--- config.mk ---
export PLATFORM = sky130hd
export DESIGN_NAME = ahb_apb_bridge_param
export DESIGN_NICKNAME = d
export VERILOG_FILES = /design/src/rtl/ahb_apb_pkg.sv /design/src/rtl/apb_sel_decoder.sv /design/src/rtl/ahb_apb_bridge_param.sv
export SDC_FILE = /design/constraint.sdc
export NUM_CORES = 1
export LEC_CHECK = 0
export CELL_PAD_IN_SITES_DETAIL_PLACEMENT = 0
export CELL_PAD_IN_SITES_GLOBAL_PLACEMENT = 1
export CORE_MARGIN = 2
export CORE_UTILIZATION = 29
export DETAILED_ROUTE_END_ITERATION = 12
export PLACE_DENSITY_LB_ADDON = 0.1
export SKIP_CTS_REPAIR_TIMING = 1
export SYNTH_ARGS = -nofsm -noshare
export SYNTH_HDL_FRONTEND = slang
export SYNTH_SLANG_ARGS = --single-unit
--- constraint.sdc ---
create_clock -name HCLK -period 1.9 [get_ports HCLK]
set_input_delay 0.285 -clock HCLK [delete_from_list [all_inputs] [get_ports HCLK]]
set_output_delay 0.285 -clock HCLK [all_outputs]
set_load 0.1 [all_outputs]
--- src/rtl/ahb_apb_pkg.sv ---
// Shared types and AHB encodings for the parametrised AHB-Lite to APB bridge.
package ahb_apb_pkg;

  typedef enum logic [2:0] {
    StIdle,
    StWdata,
    StSetup,
    StAccess,
    StErr,
    StDone
  } state_e;

  localparam logic [1:0] HTRANS_IDLE   = 2'b00;
  localparam logic [1:0] HTRANS_BUSY   = 2'b01;
  localparam logic [1:0] HTRANS_NONSEQ = 2'b10;
  localparam logic [1:0] HTRANS_SEQ    = 2'b11;

  localparam logic HRESP_OKAY  = 1'b0;
  localparam logic HRESP_ERROR = 1'b1;

endpackage

--- src/rtl/apb_sel_decoder.sv ---
// Binary peripheral index to one-hot PSEL decoder with an enable; all-zero when disabled.
module apb_sel_decoder #(
  parameter  int unsigned SEL_W   = 2,
  localparam int unsigned NUM_SLV = 2 ** SEL_W
) (
  input  logic [SEL_W-1:0]   sel,
  input  logic               en,
  output logic [NUM_SLV-1:0] onehot
);

  always_comb begin
    onehot = '0;
    if (en) begin
      onehot[sel] = 1'b1;
    end
  end

endmodule

--- src/rtl/ahb_apb_bridge_param.sv ---
// AHB-Lite slave to APB3 master bridge with wait states, PSLVERR/timeout error response and
// back-to-back acceptance. Define WRITE_POST_EN to post writes behind a one-entry pending slot.
module ahb_apb_bridge_param
  import ahb_apb_pkg::*;
#(
  parameter  int unsigned DATA_W  = 32,
  parameter  int unsigned PADDR_W = 5,
  parameter  int unsigned SEL_W   = 2,
  parameter  int unsigned TIMEOUT = 16,
  localparam int unsigned NUM_SLV = 2 ** SEL_W,
  localparam int unsigned ADDR_W  = SEL_W + PADDR_W
) (
  input  logic               HCLK,
  input  logic               RESET,
  input  logic               HSEL,
  input  logic [ADDR_W-1:0]  HADDR,
  input  logic [1:0]         HTRANS,
  input  logic               HWRITE,
  input  logic               HREADY,
  input  logic [DATA_W-1:0]  HWDATA,
  output logic               HREADYOUT,
  output logic               HRESP,
  output logic [DATA_W-1:0]  HRDATA,
  output logic [NUM_SLV-1:0] PSEL,
  output logic [PADDR_W-1:0] PADDR,
  output logic               PENABLE,
  output logic               PWRITE,
  output logic [DATA_W-1:0]  PWDATA,
  input  logic [DATA_W-1:0]  PRDATA,
  input  logic               PREADY,
  input  logic               PSLVERR
);

`ifdef WRITE_POST_EN
  localparam bit POST_EN = 1'b1;
`else
  localparam bit POST_EN = 1'b0;
`endif

  localparam int unsigned CNT_W = (TIMEOUT > 1) ? $clog2(TIMEOUT) : 1;
  localparam logic [CNT_W-1:0] TCNT_MAX = CNT_W'((TIMEOUT == 0) ? 0 : TIMEOUT - 1);

  state_e             state_q, state_d;
  logic [ADDR_W-1:0]  addr_q, addr_d;
  logic               write_q, write_d;
  logic               posted_q, posted_d;
  logic               pend_q, pend_d;
  logic [ADDR_W-1:0]  pend_addr_q, pend_addr_d;
  logic               pend_write_q, pend_write_d;
  logic [CNT_W-1:0]   tcnt_q, tcnt_d;

  logic               hreadyout_q, hreadyout_d;
  logic               hresp_q, hresp_d;
  logic [DATA_W-1:0]  hrdata_q, hrdata_d;
  logic [NUM_SLV-1:0] psel_q, psel_d;
  logic [PADDR_W-1:0] paddr_q, paddr_d;
  logic               penable_q, penable_d;
  logic               pwrite_q, pwrite_d;
  logic [DATA_W-1:0]  pwdata_q, pwdata_d;

  logic               accept;
  logic               timeout_hit;
  logic               in_flight;
  logic               start;
  logic [ADDR_W-1:0]  start_addr;
  logic               start_write;
  logic               psel_en;

  assign accept      = HSEL & HREADY & ((HTRANS == HTRANS_NONSEQ) | (HTRANS == HTRANS_SEQ));
  assign timeout_hit = (TIMEOUT != 0) && (tcnt_q == TCNT_MAX);
  assign in_flight   = posted_q && (state_q inside {StWdata, StSetup, StAccess});

  always_comb begin
    state_d      = state_q;
    addr_d       = addr_q;
    write_d      = write_q;
    posted_d     = posted_q;
    pend_d       = pend_q;
    pend_addr_d  = pend_addr_q;
    pend_write_d = pend_write_q;
    tcnt_d       = tcnt_q;
    hreadyout_d  = hreadyout_q;
    hresp_d      = hresp_q;
    hrdata_d     = hrdata_q;
    paddr_d      = paddr_q;
    penable_d    = penable_q;
    pwrite_d     = pwrite_q;
    pwdata_d     = pwdata_q;
    start        = 1'b0;
    start_addr   = HADDR;
    start_write  = HWRITE;

    unique case (state_q)
      StIdle, StDone: begin
        if (POST_EN && pend_q) begin
          start       = 1'b1;
          start_addr  = pend_addr_q;
          start_write = pend_write_q;
          pend_d      = 1'b0;
        end else if (accept) begin
          start = 1'b1;
        end else begin
          state_d     = StIdle;
          hreadyout_d = 1'b1;
          hresp_d     = HRESP_OKAY;
        end
      end
      StWdata: begin
        pwdata_d = HWDATA;
        state_d  = StSetup;
        paddr_d  = addr_q[PADDR_W-1:0];
        pwrite_d = write_q;
      end
      StSetup: begin
        state_d   = StAccess;
        penable_d = 1'b1;
        tcnt_d    = '0;
      end
      StAccess: begin
        if (PREADY || timeout_hit) begin
          penable_d = 1'b0;
          // Posted writes have already completed on AHB, so their errors are swallowed.
          if ((PSLVERR || !PREADY) && !posted_q) begin
            state_d     = StErr;
            hresp_d     = HRESP_ERROR;
            hreadyout_d = 1'b0;
          end else begin
            state_d     = StDone;
            hresp_d     = HRESP_OKAY;
            hreadyout_d = !(posted_q && pend_q);
            if (!write_q) begin
              hrdata_d = PRDATA;
            end
          end
        end else begin
          tcnt_d = tcnt_q + 1'b1;
        end
      end
      StErr: begin
        state_d     = StDone;
        hreadyout_d = 1'b1;
      end
      default: begin
        state_d = StIdle;
      end
    endcase

    if (start) begin
      addr_d  = start_addr;
      write_d = start_write;
      hresp_d = HRESP_OKAY;
      if (start_write) begin
        state_d     = StWdata;
        posted_d    = POST_EN;
        hreadyout_d = POST_EN;
      end else begin
        state_d     = StSetup;
        posted_d    = 1'b0;
        hreadyout_d = 1'b0;
        paddr_d     = start_addr[PADDR_W-1:0];
        pwrite_d    = 1'b0;
      end
    end

    // A transfer arriving behind a posted write parks here and stalls its data phase.
    if (POST_EN && in_flight && !pend_q && accept) begin
      pend_d       = 1'b1;
      pend_addr_d  = HADDR;
      pend_write_d = HWRITE;
      hreadyout_d  = 1'b0;
    end
  end

  assign psel_en = (state_d == StSetup) || (state_d == StAccess);

  apb_sel_decoder #(
    .SEL_W (SEL_W)
  ) u_sel_decoder (
    .sel    (addr_d[ADDR_W-1 -: SEL_W]),
    .en     (psel_en),
    .onehot (psel_d)
  );

  always_ff @(posedge HCLK) begin
    if (RESET) begin
      state_q      <= StIdle;
      addr_q       <= '0;
      write_q      <= 1'b0;
      posted_q     <= 1'b0;
      pend_q       <= 1'b0;
      pend_addr_q  <= '0;
      pend_write_q <= 1'b0;
      tcnt_q       <= '0;
      hreadyout_q  <= 1'b1;
      hresp_q      <= HRESP_OKAY;
      hrdata_q     <= '0;
      psel_q       <= '0;
      paddr_q      <= '0;
      penable_q    <= 1'b0;
      pwrite_q     <= 1'b0;
      pwdata_q     <= '0;
    end else begin
      state_q      <= state_d;
      addr_q       <= addr_d;
      write_q      <= write_d;
      posted_q     <= posted_d;
      pend_q       <= pend_d;
      pend_addr_q  <= pend_addr_d;
      pend_write_q <= pend_write_d;
      tcnt_q       <= tcnt_d;
      hreadyout_q  <= hreadyout_d;
      hresp_q      <= hresp_d;
      hrdata_q     <= hrdata_d;
      psel_q       <= psel_d;
      paddr_q      <= paddr_d;
      penable_q    <= penable_d;
      pwrite_q     <= pwrite_d;
      pwdata_q     <= pwdata_d;
    end
  end

  assign HREADYOUT = hreadyout_q;
  assign HRESP     = hresp_q;
  assign HRDATA    = hrdata_q;
  assign PSEL      = psel_q;
  assign PADDR     = paddr_q;
  assign PENABLE   = penable_q;
  assign PWRITE    = pwrite_q;
  assign PWDATA    = pwdata_q;

endmodule
# Yosys cells after proc, flatten, opt, wreduce, memory -nomap -nowiden
# Cells that the tools add are included.
# word_totals
reg_bits	92
input_bits	80
latch_bits	0
romBits	0
mem_count	0
output_inout_bits	77
mem_bits_rw	0
# classes
div_mod_pow	0
shifts	0
multipliers	0
order_cmp	2
addsub	1
reduce_logical	17
n_eq_ne	15
n_bitwise	6
muxes	30
# ops
operator	n
1-bit 2-to-1 mux	15
5-bit 2-to-1 mux	3
3-bit one-hot mux with 5 select lines	1
3-bit by 2-bit == test with 1-bit output (second input constant)	4
3-bit 2-to-1 mux	3
4-bit one-hot mux with 2 select lines	1
7-bit 2-to-1 mux	1
3-bit == test (second input constant)	2
3-bit AND reduction	2
2-bit OR reduction	3
4-bit by 1-bit adder with 4-bit output (second input constant)	1
2-bit == test (second input constant)	2
4-bit == test (second input constant)	1
4-bit 2-to-1 mux	1
2-bit inequality test (second input constant)	2
1-bit one-hot mux with 2 select lines	2
2-bit AND reduction	2
4-bit AND reduction	1
2-bit nonzero test	2
4-bit nonzero test	1
3-bit by 1-bit == test with 1-bit output (second input constant)	1
3-bit logical NOT	1
1-bit logical OR	3
2-bit by 3-bit less-than comparator with 1-bit output (second input constant)	1
other kinds (12)	15

# Logic depth before layout (Yosys ltp)
# Gate-level depths: netlist (run 1).
# logic_depth
depth_word	10
depth_mapped	7
mapped_depth_nobuf	5

# By module
# From an unflattened synthesis (run 1), not the netlist that was laid out.
# unflattened
cells_unflattened	418
hier_area_um2	3470.8
# by_module_without_submodules
mod	cells_each	n_inst	area_per_inst_um2
ahb_apb_bridge_param	414	1	3433.3
apb_sel_decoder	4	1	37.5

# Worst setup path before layout (run 1)
# Ideal clock, no wire load.
# synth_timing
kind	register to register
start	register tcnt_q[0]
end	register tcnt_q[3]
setup_time_ps	74
path_slack_ps	253
arrival_time_ps	1573
period_less_slack_ps	1647
stages_incl_launch_ff	6
path_cell_list	dfxtp_1 -> ha_1 -> a31o_2 -> clkbuf_1 -> or4_1 -> a31oi_1
# synth_between
elab_chain_cells	4
# synth_rtl
element	line_no	text
from (decl)	ahb_apb_bridge_param.sv:50	logic [CNT_W-1:0] tcnt_q, tcnt_d;
from (signal assigned)	ahb_apb_bridge_param.sv:210	tcnt_q <= tcnt_d;
branches (longest 4 deep; another with 4-bit by 1-bit adder with 4-bit output)	-	
# Several ways; the timed one is not identified. The select of a mux whose other input is x is not followed.
# A chain may end at the register's enable or synchronous reset.

# Worst setup path after layout (run 1)
# layout_timing
start	register state_q[0]
end	register paddr_q[3] (netlist: PADDR[3])
# layout_between
elab_chain_cells	4
# layout_rtl
element	line_no	text
from (decl)	ahb_apb_bridge_param.sv:43	state_e state_q, state_d;
from (signal assigned)	ahb_apb_bridge_param.sv:186	state_q <= StIdle;
from (signal assigned)	ahb_apb_bridge_param.sv:203	state_q <= state_d;
3-bit by 1-bit == test with 1-bit output, or another cell as far along	ahb_apb_bridge_param.sv:93	unique case (state_q)
5-bit 2-to-1 mux / 2-bit OR reduction (equally long branches)	ahb_apb_bridge_param.sv:93	
5-bit 2-to-1 mux / 1-bit 2-to-1 mux (equally long branches)	ahb_apb_bridge_param.sv:152, ahb_apb_bridge_param.sv:93	
5-bit 2-to-1 mux (*)	ahb_apb_bridge_param.sv:148	if (start) begin
to (signal assigned)	ahb_apb_bridge_param.sv:215	paddr_q <= paddr_d;
to (decl)	ahb_apb_bridge_param.sv:56	logic [PADDR_W-1:0] paddr_q, paddr_d;
# Mark *: on every way between the ends. The rest lies on a longest branch, timed or not.

==> results of run 1 <==
[where the power goes]
group	leakage [nW]	switching, mW	total [mW]	internal [mW]
Sequential	0.744	0.0374	2.03	1.99
Combinational	1.17	0.577	0.875	0.298
Clock	0.140	0.699	1.73	1.03
Total	2.06	1.31	4.63	3.32
[cell usage in the layout, fill, tap and decap left out, types with 2 or more instances in the layout]
cell	instances
a311oi_1	5
buf_4	87
or3_1	2
nand3_1	6
and2_1	2
dfxtp_1	92
nand2b_1	4
a31oi_1	4
nor2b_1	2
clkdlybuf4s50_1	77
nand4_1	2
nand3b_1	4
nor2_1	13
o21ai_0	2
clkinv_2	2
buf_12	5
clkbuf_16	9
nand2_1	163
a21oi_1	76
inv_1	4
a211oi_2	2
a211oi_1	2
nor3_1	2
or4_1	3
[layer usage]
layer / share of wire (%) / track usage, % / wire, µm / up-vias
li1: - / - / - / 1740
met1: 45 / 20.1 / 4560 / 1535
met2: 46 / 25.3 / 4620 / 102
met3: 7.0 / 5.58 / 701 / 10
met4: 1.4 / 5.85 / 144 / 0
met5: 0 / 0 / 0 / -
[sequential cells by signal, indices dropped and copies added, names as in the netlist, 3 cells and up]
register / flops
addr_q: 7
HRDATA: 32
PADDR: 5
PSEL: 4
state_q: 3
tcnt_q: 4
PWDATA: 32
[logic make-up (layout without fill, tap and decap cells)]
family	after synthesis	after routing	synth area share (%)
AO/OA/AOI/OAI	98	98	16.0
XOR/XNOR	1	1	0.468
adder cells (fa/ha/maj)	1	1	0.360
flip-flops	92	92	53.0
AND/OR/NAND/NOR	209	209	25.7
buffers and inverters	34	187	4.50
[area by class of cell]
cell class	instances	area (µm²)	share of cell area, %
clock buffers	10	239	4.49
clock inverters	3	40.0	0.752
inverters	4	15.0	0.282
multi-input cells	309	1480	27.8
flip-flops and latches	92	1840	34.6
well taps	143	179	3.36
repair buffers	170	1530	28.7
[critical path, stage by stage, from the launching register on]
cell and delay (ps):
dfxtp_1 600, and2b_1 240, and2_1 180, buf_12 220, nand2_1 80, a311oi_1 280
[path summary, 6_finish.rpt]
kind                            endpoint  slack, ps                   start  cells past startpoint
setup / recovery     PADDR[3]$_SDFF_PP0_        210   state_q[0]$_SDFF_PP0_                      5
hold / removal      PENABLE$_SDFFE_PP0P_        410                   RESET                      2
setup reg to reg     PADDR[3]$_SDFF_PP0_        210   state_q[0]$_SDFF_PP0_                      5
hold reg to reg   HRDATA[0]$_SDFFE_PP0P_        450  HRDATA[0]$_SDFFE_PP0P_                      2
==> impl_metrics.csv, run 1 <==
group,metric,value,unit
outcome,status,"completed",
global_route,overflow,0,
yosys,synthMostInstantiatedCell,"nand2_1",
global_route,grt_use_total,15.9,%
yosys,synthFlopType,"dfxtp_1",
clocking,cts_max_path_buffers,2,
final_layout,area_delta_synth_final,53.3,%
critical_path,cp.required,2140,ps
routing,firstDrtPassIters,5,
job,drv_cap,0,
final_layout,drive_gt1_share,19.0,%
yosys,synth_top_area_share,53.0,%
routing,ant_nets,0,
yosys,syn-num-nets,516,
floorplan,io_pins,157,
critical_path,worstPathMaxFanout,38,
yosys,synth_area,0.00347,mm²
floorplan,die_y,113,µm
clocking,clk_pin_slew,60,ps
floorplan,design.core.area,0.0116,mm²
placement,gp_congestion,0.748,
timing,tightest_slew,607,ps
routing,num_vias,3387,
timing,relSlewSlack,59.4,%
placement,io_buffers,155,
yosys,synth-seq-cells,92,
clocking,htree_levels,3,
floorplan,start_util,30.0,%
yosys,synth_edf_count,0,
yosys,synth_top_area_cell,"dfxtp_1",
placement,placed_cells_incl_taps,718,
final_layout,antenna_cells,0,
critical_path,cp.arrival,1940,ps
global_route,grt_pass1_vias,3266,
yosys,async_reset_ff_share,0,%
timing,setup-violations-final,0,
floorplan,rows,39,
routing,vias_per_cell,4.63,
placement,hpwl,6.98,mm
timing,slew_violations,0,
final_layout,stdcell_count,731,
timing,finClkSkew,3.62,ps
floorplan,die_w,113,µm
global_route,grt_max_degree,41,
clocking,clock-root-buffer,"clkbuf_16",
critical_path,critPathLaunchType,"flop",
routing,drc,0,
power_and_ir_drop,peakVddDrop,0.585,mV
timing,fin_crit_sh,89.2,%
power_and_ir_drop,finalPower,4.63,mW
timing,setup_slack,206,ps
timing,fmax,590,MHz
routing,totalWireLength,10.0,mm
placement,dpl_cell_area,0.00505,mm²
yosys,yosysSeqAreaShare,53.0,%
yosys,yosys_warnings,0,
clocking,worstSkewPairLatency,340,ps
critical_path,path_class,"flop to flop",
yosys,synth_area_leaders,"dfxtp_1 (53%), nand2_1 (18%), a21oi_1 (11%)",
timing,fin_hold_ws,411,ps
timing,fin_crit,1690,ps
power_and_ir_drop,p_leak,2.06,nW
floorplan,dieArea,0.0129,mm²
routing,initialDrtViolationCount,176,
yosys,synth_cells,435,
clocking,clock_sinks,92,
placement,dp_slack,-3.03,ps
final_layout,final_util,46.1,%
critical_path,endpoint_kind,"flop",
timing,grt_setup_unrepaired,"no",
power_and_ir_drop,power_density,869,mW/mm²
routing,avgRoutedWirePerCell,13.7,µm
global_route,antenna_found_initial,0,
final_layout,final_cell_area,0.00533,mm²
timing,hold_violations,0,
yosys,synth_cell_types,37,
final_layout,fillers,1191,
hold_path,min_path_type,"input pin to flop",
timing,tns,0,ps
global_route,grt_pass1_wl,16.3,mm
clocking,cts_tree,"built",
clocking,cts_buffers,9,
yosys,syn_area_per_cell,7.99,µm²
yosys,yosys-top-cells-count,"nand2_1 (163), dfxtp_1 (92), a21oi_1 (76), clkbuf_1 (17), nor2_1 (13)",
final_layout,final_nets,667,
(Power assumes the default switching activity.)
==> run 2, diff against run 1 <==
CORE_MARGIN = 5   (was 2)
CORE_UTILIZATION = 26   (was 29)
clock period = 1.4 ns   (was 1.9 ns; I/O delays follow)
==> run 2 against run 1 <==
  * The run now ends with negative setup slack left
  * Clock skew grew 2.4 ps
  * Non-clock buffer count grew 45
  * Setup slack lost 260 ps
==> impl_metrics.csv, run 2 (synthesized netlist as in run 1, its figures left out) <==
group,metric,value,unit
outcome,status,"complete, but fails checks",
outcome,violations,"negative setup slack",
hold_path,min_path_type,"input pin to flop",
power_and_ir_drop,peakVddDrop,0.522,mV
job,drv_cap,0,
final_layout,final_common_cell,"nand2_1",
final_layout,antenna_cells,0,
critical_path,path_delay_family,"buffers and inverters",
final_layout,final_cell_mix,"nand2_1 (144), dfxtp_1 (86), buf_12 (85)",
global_route,grt_pass1_wl,18.0,mm
clocking,htree_levels,3,
placement,hpwl,8.12,mm
critical_path,cp.buffers_inverters,4,
critical_path,path_depth,8,
clocking,clock_sinks,92,
final_layout,stdcell_count,812,
timing,setup-violations-final,27,
timing,finClkSkew,6.01,ps
power_and_ir_drop,p_sw,1.98,mW
placement,dpl_cell_area,0.00630,mm²
clocking,clk_pin_slew,60,ps
global_route,antenna_found_initial,0,
final_layout,area_delta_synth_final,105,%
placement,placed_cells_incl_taps,780,
critical_path,reg2reg_depth,8,
timing,tightest_slew,337,ps
power_and_ir_drop,p_seq_share,41.9,%
critical_path,cp.required,1660,ps
floorplan,dieArea,0.0158,mm²
routing,firstDrtPassIters,4,
power_and_ir_drop,p_leak,2.68,nW
placement,gp_congestion,0.771,
critical_path,cp-endpoint,"HRDATA[9]$_SDFFE_PP0P_",
global_route,grt_pass1_vias,3577,
critical_path,endpoint_kind,"flop",
critical_path,timing.rr.end,"HRDATA[9]$_SDFFE_PP0P_",
global_route,grt_use_total,13.9,%
routing,ant_nets,0,
timing,fin_crit_sh,104,%
critical_path,crit_path_start,"state_q[1]$_SDFF_PP0_",
clocking,cts_tree,"built",
timing,relSlewSlack,77.6,%
placement,io_buffers,155,
clocking,cts_max_path_buffers,2,
power_and_ir_drop,internal_power,4.67,mW
floorplan,start_util,26.3,%
final_layout,final_nets,712,
critical_path,cp_slowest_cell,"dfxtp_2",
clocking,cts_buffers,9,
power_and_ir_drop,swShare,29.7,%
power_and_ir_drop,clockPowerShare,33.9,%
floorplan,die_w,126,µm
critical_path,cp.arrival,1720,ps
routing,num_vias,3642,
clocking,worstSkewPairLatency,340,ps
timing,grt_setup_unrepaired,"yes",
critical_path,r2r_slack,-50,ps
floorplan,design.core.area,0.0132,mm²
timing,fmax,688,MHz
final_layout,final_cell_area,0.00713,mm²
critical_path,critPathLaunchType,"flop",
critical_path,path_class,"flop to flop",
floorplan,rows,42,
power_and_ir_drop,pwr-share-comb,24.2,%
critical_path,critPathMaxStageDelay,370,ps
global_route,grt_max_degree,29,
final_layout,fillers,1182,
floorplan,die_y,126,µm
routing,drc,0,
timing,setup_slack,-53.1,ps
critical_path,worstPathMaxFanout,6,
timing,fin_crit,1450,ps
clocking,clock-root-buffer,"clkbuf_16",
routing,avgRoutedWirePerCell,14.7,µm
global_route,overflow,0,
timing,hold_violations,0,
routing,vias_per_cell,4.49,
timing,slew_violations,0,
routing,totalWireLength,11.9,mm
floorplan,io_pins,157,
power_and_ir_drop,power_density,933,mW/mm²
critical_path,crit_chain,"buf_6 > nand3b_4 > buf_6 > nor3_4 > buf_6 > clkbuf_16 > nand2_1 > a21oi_1",
critical_path,r2r-start,"state_q[1]$_SDFF_PP0_",
routing,initialDrtViolationCount,207,
final_layout,drive_gt1_share,34.9,%
critical_path,crit_top_cell,"buf_6",
[run 2: cell count changes in the layout (fill, tap and decap cells not counted), moves of 7 or more]
cell / previous run / this run
a21oi_1: 76 / 58
a21oi_2: 0 / 18
buf_12: 5 / 85
buf_4: 87 / 38
buf_6: 0 / 7
nand2_1: 163 / 144
nand2_2: 0 / 10
nand2_4: 0 / 9
[run 2: per-layer routing]
layer,vias up,wire length (µm),GRT usage [%]
met5,-,0,0
met4,0,144,4.72
met3,10,623,3.80
met2,88,5900,22.7
met1,1708,5250,17.7
li1,1836,-,-
[run 2: power by group through the flow]
| stage | combinational (mW) | clock, mW | sequential [mW] |
|---|---|---|---|
| floorplan | 0.289 | 0 | 3.28 |
| global placement | 1.44 | 0 | 2.84 |
| detailed placement | 1.45 | 0 | 2.84 |
| CTS | 1.45 | 2.33 | 2.78 |
| global route | 1.69 | 2.44 | 2.79 |
| finish | 1.61 | 2.26 | 2.79 |
[run 2: stage by stage]
step / hold WS (ps) / setup TNS, ps / power (mW) / setup slack [ps] / util [%]
floorplan: 346 / -390 / 3.56 / -61.3 / -
global placement: 443 / -13550 / 4.28 / -323 / 47.8
detailed placement: 457 / -15680 / 4.29 / -359 / 47.8
CTS: 224 / -6940 / 6.57 / -157 / 49.8
global route: 270 / -2690 / 6.93 / -86.6 / 54.0
finish: 237 / -583 / 6.65 / -53.1 / 54.0
[run 2: how the worst min path moves through the flow]
stage                                      start                      to  slack, ps  depth (start not counted)
after floorplan                         HADDR[0]  addr_q[0]$_SDFFE_PP0P_        350                          2
after global placement    addr_q[0]$_SDFFE_PP0P_  addr_q[0]$_SDFFE_PP0P_        440                          2
after detailed placement  addr_q[4]$_SDFFE_PP0P_  addr_q[4]$_SDFFE_PP0P_        460                          2
after CTS                                  RESET    addr_q[5]$_SDFF_PP0_        220                          2
after global routing                       RESET   state_q[2]$_SDFF_PP0_        270                          2
final                                      RESET    addr_q[5]$_SDFF_PP0_        240                          2
[run 2: cell type report]
cell class / instances / area, µm² / share of cell area, %
clock buffers: 11 / 243 / 3.41
clock inverters: 5 / 27.5 / 0.386
inverters: 4 / 15.0 / 0.211
multi-input cells: 309 / 1760 / 24.7
flip-flops and latches: 92 / 1850 / 26.0
well taps: 176 / 220 / 3.09
repair buffers: 215 / 3010 / 42.2
==> run 3, diff against run 2 <==
CORE_UTILIZATION = 39   (was 26)
DONT_BUFFER_PORTS = 1   (was unset)
HOLD_SLACK_MARGIN = 0.12   (was unset)
PLACE_DENSITY = 0.83   (was unset)
PLACE_DENSITY_LB_ADDON = unset   (was 0.1)
==> run 3 against run 2 <==
  * The run ends with negative hold slack, negative setup slack left
  * Combinational power shrank 36%
  * Setup slack gained 16 ps
  * Cell area shrank 27%
  * Routed wire length shrank 14%
  * Via count shrank 10%
  * Total power shrank 12%
  * Clock-buffer cell count is the same
  * Maximum frequency grew 1.1%
  * Register-to-register slack gained 20 ps
  * Sequential cell count is the same
==> impl_metrics.csv, run 3 (synthesized netlist as in run 1, its figures left out) <==
group,metric,value,unit
outcome,status,"complete, but fails checks",
outcome,violations,"negative hold slack, negative setup slack",
final_layout,area_delta_synth_final,49.4,%
floorplan,io_pins,157,
power_and_ir_drop,p_seq_share,46.9,%
routing,initialDrtViolationCount,119,
floorplan,design.core.area,0.00872,mm²
timing,tightest_slew,371,ps
critical_path,cp.required,1670,ps
timing,setup-violations-final,8,
critical_path,cp.arrival,1710,ps
final_layout,antenna_cells,0,
routing,vias_per_cell,5.09,
timing,fin_crit,1440,ps
critical_path,endpoint_kind,"flop",
routing,num_vias,3276,
clocking,worstSkewPairLatency,350,ps
placement,io_buffers,0,
global_route,antenna_found_initial,0,
final_layout,fillers,783,
power_and_ir_drop,internal_power,4.17,mW
clocking,cts_max_path_buffers,2,
clocking,cts_tree,"built",
clocking,clock_sinks,92,
timing,setup_slack,-37.5,ps
timing,fmax,696,MHz
critical_path,critPathLaunchType,"flop",
floorplan,dieArea,0.0109,mm²
critical_path,path_class,"flop to flop",
power_and_ir_drop,swShare,28.8,%
global_route,overflow,0,
final_layout,final-seq-area,0.00186,mm²
timing,slew_violations,0,
final_layout,final_common_cell,"nand2_1",
final_layout,drive_gt1_share,41.9,%
final_layout,final_cell_mix,"nand2_1 (121), buf_4 (96), dfxtp_1 (86)",
global_route,grt_pass1_vias,3062,
floorplan,die_y,104,µm
critical_path,worstPathMaxFanout,3,
placement,gp_congestion,0.838,
power_and_ir_drop,pwr-share-comb,17.5,%
clocking,cts_buffers,9,
floorplan,rows,34,
power_and_ir_drop,peakVddDrop,0.577,mV
routing,firstDrtPassIters,4,
routing,drc,0,
clocking,clk_pin_slew,90,ps
timing,grt_setup_unrepaired,"yes",
timing,fin_hold_ws,-84.4,ps
placement,dp_slack,-116,ps
clocking,htree_levels,3,
floorplan,die_w,104,µm
clocking,clock-root-buffer,"clkbuf_8",
floorplan,start_util,39.8,%
routing,ant_nets,0,
routing,avgRoutedWirePerCell,16.0,µm
global_route,grt_max_degree,93,
global_route,grt_use_total,15.9,%
power_and_ir_drop,clockPowerShare,35.5,%
timing,fin_crit_sh,103,%
global_route,grt_pass1_wl,14.7,mm
job,drv_cap,0,
final_layout,final_nets,612,
hold_path,min_path_type,"input pin to flop",
routing,totalWireLength,10.3,mm
final_layout,multiInputGateArea,0.00191,mm²
power_and_ir_drop,finalPower,5.86,mW
placement,hpwl,6.54,mm
power_and_ir_drop,p_sw,1.69,mW
power_and_ir_drop,p_leak,1.98,nW
timing,finClkSkew,6.66,ps
timing,hold_violations,92,
power_and_ir_drop,power_density,1130,mW/mm²
timing,relSlewSlack,75.0,%
[run 3: final cells by class]
| cell class | count | area share, % |
|---|---|---|
| clock inverter | 4 | 1.90 |
| sequential | 92 | 35.8 |
| clock buffer | 11 | 2.53 |
| inverter | 4 | 0.362 |
| timing repair buffer | 115 | 20.0 |
| tap | 108 | 2.60 |
| multi-input combinational | 309 | 36.9 |
[run 3: critical path, cell delays in order, from the launching register on]
cell and delay [ps]:
dfxtp_4 370, and4b_1 310, nand2_2 90, or4_4 430, a211oi_2 180
[run 3: stage by stage]
step | std cells | setup TNS (ps) | util (%) | hold WS [ps] | cell area, µm²
global placement | 617 | -2840 | 49.6 | 284 | 4330
floorplan | 435 | -390 | - | 346 | 3520
global route | 643 | -1380 | 59.5 | -99.8 | 5190
CTS | 632 | -5280 | 52.2 | -101 | 4560
detailed placement | 617 | -4140 | 49.6 | 283 | 4330
finish | 643 | -123 | 59.5 | -84.4 | 5190
[run 3: per-layer routing]
layer	global-route usage, %	vias up	part of all wire [%]
li1	-	1634	-
met1	19.3	1540	42
met2	26.8	94	50
met3	4.84	8	7.3
met4	5.27	0	0.95
met5	0	-	0
[run 3: worst paths after layout]
| check | startpoint | endpoint | slack [ps] | depth (start not counted) |
|---|---|---|---|---|
| hold reg to reg | PWDATA[10]$_SDFFE_PP0P_ | PWDATA[10]$_SDFFE_PP0P_ | 450 | 2 |
| setup reg to reg | state_q[1]$_SDFF_PP0_ | PSEL[2]$_SDFF_PP0_ | -40 | 4 |
| setup / recovery | state_q[1]$_SDFF_PP0_ | PSEL[2]$_SDFF_PP0_ | -40 | 4 |
| hold / removal | RESET | HRDATA[30]$_SDFFE_PP0P_ | -80 | 1 |
[run 3: power groups by stage]
stage / combinational (mW) / sequential, mW / clock, mW
after floorplan: 0.289 / 3.28 / 0
after global placement: 0.942 / 2.81 / 0
after detailed placement: 0.952 / 2.81 / 0
after CTS: 0.955 / 2.75 / 2.15
after global routing: 1.08 / 2.76 / 2.24
final: 1.03 / 2.75 / 2.08
